==> src/rtl/parity_serial_rx.sv <==
// Parity-checked serial frame receiver.
// Start, LSB-first data, parity, stop; line idles high.
module parity_serial_rx #(
  parameter int DATA_W       = 8,
  parameter int CLKS_PER_BIT = 16,
  parameter int PARITY_ODD   = 0
) (
  input  logic              clk,
  input  logic              rst_n,
  input  logic              rx_in,
  output logic [DATA_W-1:0] data_out,
  output logic              data_valid,
  output logic              parity_err,
  output logic              frame_err,
  output logic              busy
);

  localparam int CW   = $clog2(CLKS_PER_BIT);
  localparam int BW   = $clog2(DATA_W + 1);
  localparam int HALF = CLKS_PER_BIT / 2;

  localparam logic [CW-1:0] HALF_END = CW'(HALF - 1);
  localparam logic [CW-1:0] BIT_END  = CW'(CLKS_PER_BIT - 1);
  localparam logic [BW-1:0] LAST_BIT = BW'(DATA_W - 1);
  localparam logic          PODD     = 1'(PARITY_ODD);

  typedef enum logic [2:0] {
    IDLE,
    START,
    DATA,
    PARITY,
    STOP,
    WAIT_HIGH
  } state_t;

  state_t            state;
  logic              sync1;
  logic              rx_s;
  logic [CW-1:0]     cnt;
  logic [BW-1:0]     bidx;
  logic [DATA_W-1:0] shreg;
  logic              acc;
  logic              mism;
  logic [DATA_W:0]   shnext;

  // New bit enters at the MSB so the first bit ends up in bit 0.
  assign shnext = {rx_s, shreg};

  assign busy = (state != IDLE);

  // Two-flop synchronizer; idles high so reset looks like a quiet line.
  always_ff @(posedge clk or negedge rst_n) begin
    if (!rst_n) begin
      sync1 <= 1'b1;
      rx_s  <= 1'b1;
    end else begin
      sync1 <= rx_in;
      rx_s  <= sync1;
    end
  end

  // Frame FSM: mid-bit sampling, parity accumulation, registered outputs.
  always_ff @(posedge clk or negedge rst_n) begin
    if (!rst_n) begin
      state      <= IDLE;
      cnt        <= '0;
      bidx       <= '0;
      shreg      <= '0;
      acc        <= 1'b0;
      mism       <= 1'b0;
      data_out   <= '0;
      data_valid <= 1'b0;
      parity_err <= 1'b0;
      frame_err  <= 1'b0;
    end else begin
      data_valid <= 1'b0;
      unique case (state)
        IDLE: begin
          cnt <= '0;
          if (!rx_s) begin
            state <= START;
            bidx  <= '0;
          end
        end
        START: begin
          if (cnt == HALF_END) begin
            cnt <= '0;
            if (rx_s) begin
              state <= IDLE;
            end else begin
              state <= DATA;
              acc   <= 1'b0;
            end
          end else begin
            cnt <= cnt + 1'b1;
          end
        end
        DATA: begin
          if (cnt == BIT_END) begin
            cnt   <= '0;
            shreg <= shnext[DATA_W:1];
            acc   <= acc ^ rx_s;
            if (bidx == LAST_BIT) begin
              state <= PARITY;
            end else begin
              bidx <= bidx + 1'b1;
            end
          end else begin
            cnt <= cnt + 1'b1;
          end
        end
        PARITY: begin
          if (cnt == BIT_END) begin
            cnt   <= '0;
            mism  <= acc ^ rx_s ^ PODD;
            state <= STOP;
          end else begin
            cnt <= cnt + 1'b1;
          end
        end
        STOP: begin
          if (cnt == BIT_END) begin
            cnt        <= '0;
            data_out   <= shreg;
            data_valid <= 1'b1;
            parity_err <= mism;
            frame_err  <= ~rx_s;
            state      <= rx_s ? IDLE : WAIT_HIGH;
          end else begin
            cnt <= cnt + 1'b1;
          end
        end
        WAIT_HIGH: begin
          cnt <= '0;
          if (rx_s) begin
            state <= IDLE;
          end
        end
        default: begin
          state <= IDLE;
          cnt   <= '0;
        end
      endcase
    end
  end

endmodule
==> config.mk <==
export PLATFORM = sky130hd
export DESIGN_NAME = parity_serial_rx
export DESIGN_NICKNAME = d
export VERILOG_FILES = /design/src/rtl/parity_serial_rx.sv
export SDC_FILE = /design/constraint.sdc
export NUM_CORES = 1
export LEC_CHECK = 0
export BUFFER_PORTS_ARGS = -buffer_cell sky130_fd_sc_hd__clkbuf_2
export CORE_ASPECT_RATIO = 1.5
export CORE_MARGIN = 2
export CORE_UTILIZATION = 25
export CTS_BUF_LIST = sky130_fd_sc_hd__clkbuf_4 sky130_fd_sc_hd__clkbuf_8 sky130_fd_sc_hd__clkbuf_16
export CTS_CLUSTER_DIAMETER = 120
export DETAILED_ROUTE_END_ITERATION = 7
export PLACE_DENSITY = 0.45
export SYNTH_ARGS = -nofsm -noshare
export SYNTH_HDL_FRONTEND = slang
export SYNTH_SLANG_ARGS = --single-unit
==> constraint.sdc <==
create_clock -name clk -period 4.7 [get_ports clk]
set_input_delay 0.47 -clock clk [delete_from_list [all_inputs] [get_ports clk]]
set_output_delay 0.47 -clock clk [all_outputs]
set_load 0.05 [all_outputs]
==> impl_results.md <==
* WL/cell at between 10 and 15 um
* Synth Register Bits at 34
* Adder-cell share of the synthesized area at 0.0158
* Delay-heaviest family, CP: simple AND/OR/NAND/NOR gates
* CP peak stage delay at ~500 ps
* CTS tree: yes
* Worst slew pin tran at 851 ps
* Maxcap violations at 0
* Min Tclk post-route at just over 2000 ps
* GR Layer Usage met2 at 0.165
* Global-route wire length before repair at between 4000 and 5000 um
* Worst-path fanout max at 14
* Die Height at between 100 and 150 um
* Setup TNS at 0 ps
* Port bufs at 14
* DIE AREA at between 7000 and 8000 um^2
* First-pass DRT Iterations at 4
* GRT Total Usage at 0.0956
* Slowest cell on crit path: and3_1
* Antenna diodes at 0
* Mux cell area share after synthesis at 0.157
* Simple-Gate Fraction of Synth Area at 0.127
* Clock Root Buffer: clkbuf_8
* Synthesized area at roughly 1600 um^2
* Post-DP HPWL at a little over 2000 um
* CTS Buffer Depth at 2
* Core Area at approximately 6100 um^2
* Max IR drop VDD at between 100 and 150 uV
* Clk Latency, worst-skew pair at roughly 290 ps
* Maximum clock rate at just under 500 MHz
* ANT nets after route at 0
* Buf/Inv on CP at 0
* Crit-path cells: ha_1 > and3_1 > nand3_2 > mux2_4
* Number of cells on the critical path at 4
* Sequential area share after synthesis at 0.539
* Synth Flop Type: dfrtp_1
* Cell Pwr Density at approximately 440 nW/um^2
* Htree depth at 2
* Die X at 69.0 um
* 1st-iter DRT viols at 55
* Post-synth EDFFs at 0
* Global route overflow at 0
* Via count at about 1,000
* Outcome: finished, final reports clean
* Final Hold Viols at 0
* Vias in the first global route at roughly 1,100
* Hold_buf cts at 0
* Number of setup buffers added after CTS at 0
* Final instance area at about 1800 um^2
* Placement Setup Slack at 2680 ps
* Area contributors post-synth: dfrtp_1 (51%), mux2_2 (7.8%), mux2_4 (6.6%)
* Syn-to-layout area delta at 13.2%
* Hold crit path type: input pin to flip-flop
* Max_slew headroom at 0.433
* WHS Path Cells at 1
* Layout filler cell count at 648
* Clock transition at the registers of the reported paths at roughly 70 ps
* Post-synthesis compound-gate area fraction at 0.0979
* IO Count at 15
* WP data required at 4870 ps
* Largest family of logic cells by synthesized area: multiplexers
* Synthesized area per cell at between 10 and 15 um^2
* Initial core utilization at 0.258
* Synth Area in XOR/XNOR at 0.0166
* CTS Sinks at 34
* Largest net degree at the start of global routing at 35
* Static Leak at just under 0.0009 uW
* Global placement routability congestion at between 0.7 and 0.8
* Fin crit share at 0.434
* Share of post-route cells with drive strength above 1 at 0.310
* Synth async-reset ratio at 1.00
* Met3 Use GR at 0.0267
* Setup violators final at 0
* Slew Limit Fails at 0
* M1 GR Usage at 0.100
* Yosys cell types at 37
* Synth area leader: dfrtp_1
* Worst-case reg-to-reg path depth at 4
* Setup ws final at roughly 2700 ps
* Nets@finish at approximately 150
* Crit start category: flip-flop
* # resized after CTS at 0
* Drt total wl at about 2900 um
* DR DRC count at 0
* Num CTS Buffers at 5
* WS Path Type: flip-flop to flip-flop
* Number of core rows at 35
* Layout Skew at ~7.5 ps
* Synth Instances at 131
* WP data arrival at 2210 ps
* Synth Warn # at 0
* Synth Net Count at between 100 and 150
* Worst setup EP type: flip-flop
* Post-synth top area share at 0.506
* Initial antenna violation count at 0
* Via density at about 4.6
* Grt peak-use layer: met2
* Area after DPL at about 1700 um^2
* RSZ-0062 raised after global routing: false
## metrics by stage
stage	instances	hold slack [ps]	power [uW]	utilization
3_3_place_gp	211	348	520	0.275
5_1_grt	219	248	836	0.292
3_5_place_dp	211	347	526	0.275
2_1_floorplan	131	174	498	-
6_report	219	255	786	0.292
4_1_cts	219	249	795	0.292
## final cells by class
cell class / instances / area (um^2) / share of cell area
clock buffers: 5 / 68.8 / 0.0384
clock inverters: 3 / 40.0 / 0.0223
inverters: 3 / 11.3 / 0.00628
multi-input cells: 86 / 657 / 0.366
flip-flops and latches: 34 / 853 / 0.476
well taps: 74 / 92.6 / 0.0516
repair buffers: 14 / 70.1 / 0.0391
## power by group
group | total (uW) | leakage (uW) | switching [uW] | internal (uW)
combinational | 143 | 0.000358 | 76.5 | 66.5
sequential | 378 | 0.000453 | 53.7 | 325
clock | 265 | 0.0000579 | 109 | 156
## cells in the mapped netlist (all sizes together), types with 2 or more instances
library cell,n
dfrtp,32
mux2,18
o21ai,14
nor2,9
buf,7
nand3,7
nand2,5
and3,3
inv,3
nand4,3
a211o,2
a21oi,2
dfstp,2
ha,2
mux2i,2
nand2b,2
xnor2,2
## logic make-up (layout without fill, tap and decap cells)
family | count (synthesis) | after routing
xor gates and xnor gates | 3 | 3
buffers and inverters | 11 | 25
muxes | 20 | 20
and+or+nand+nor | 36 | 36
adders and majority gates | 2 | 2
DFF | 34 | 34
AOI/OAI and AO/OA | 25 | 25
## metal layers
metal | wire, um | share of wire | vias up
met3 | 101 | 0.034 | 6
met1 | 1200 | 0.41 | 488
met2 | 1540 | 0.53 | 16
met4 | 83 | 0.028 | 0
met5 | 0 | 0 | -
li1 | - | - | 490
## cell usage in the layout, fill, tap and decap left out, types with 3 or more instances in the layout
cell type  Yosys  final
and3_1         3      3
mux2_2        11     11
mux2_4         7      7
nand4_1        3      3
nand2_1        5      5
dfrtp_1       32     32
nor2_1         9      9
o21ai_0       14     14
inv_1          3      3
clkbuf_8       0      5
nand3_1        5      5
clkbuf_2       0     14
## worst paths after layout
kind                             start     endpoint  slack [ps]
min in group asynchronous        rst_n     state[2]         280
worst min-delay path             rx_in        sync1         250
max in group asynchronous        rst_n     shreg[5]        3890
worst max-delay path            cnt[0]  data_out[0]        2660
worst max register to register  cnt[0]  data_out[0]        2660
worst min register to register   sync1         rx_s         360
## sequential cells by signal (all words and copies together), names as in the netlist
name / cells
frame_err: 1
parity_err: 1
rx_s: 1
mism: 1
data_valid: 1
shreg: 8
bidx: 4
sync1: 1
state: 3
cnt: 4
acc: 1
data_out: 8
No activity file was read; power rests on OpenSTA's default activity.
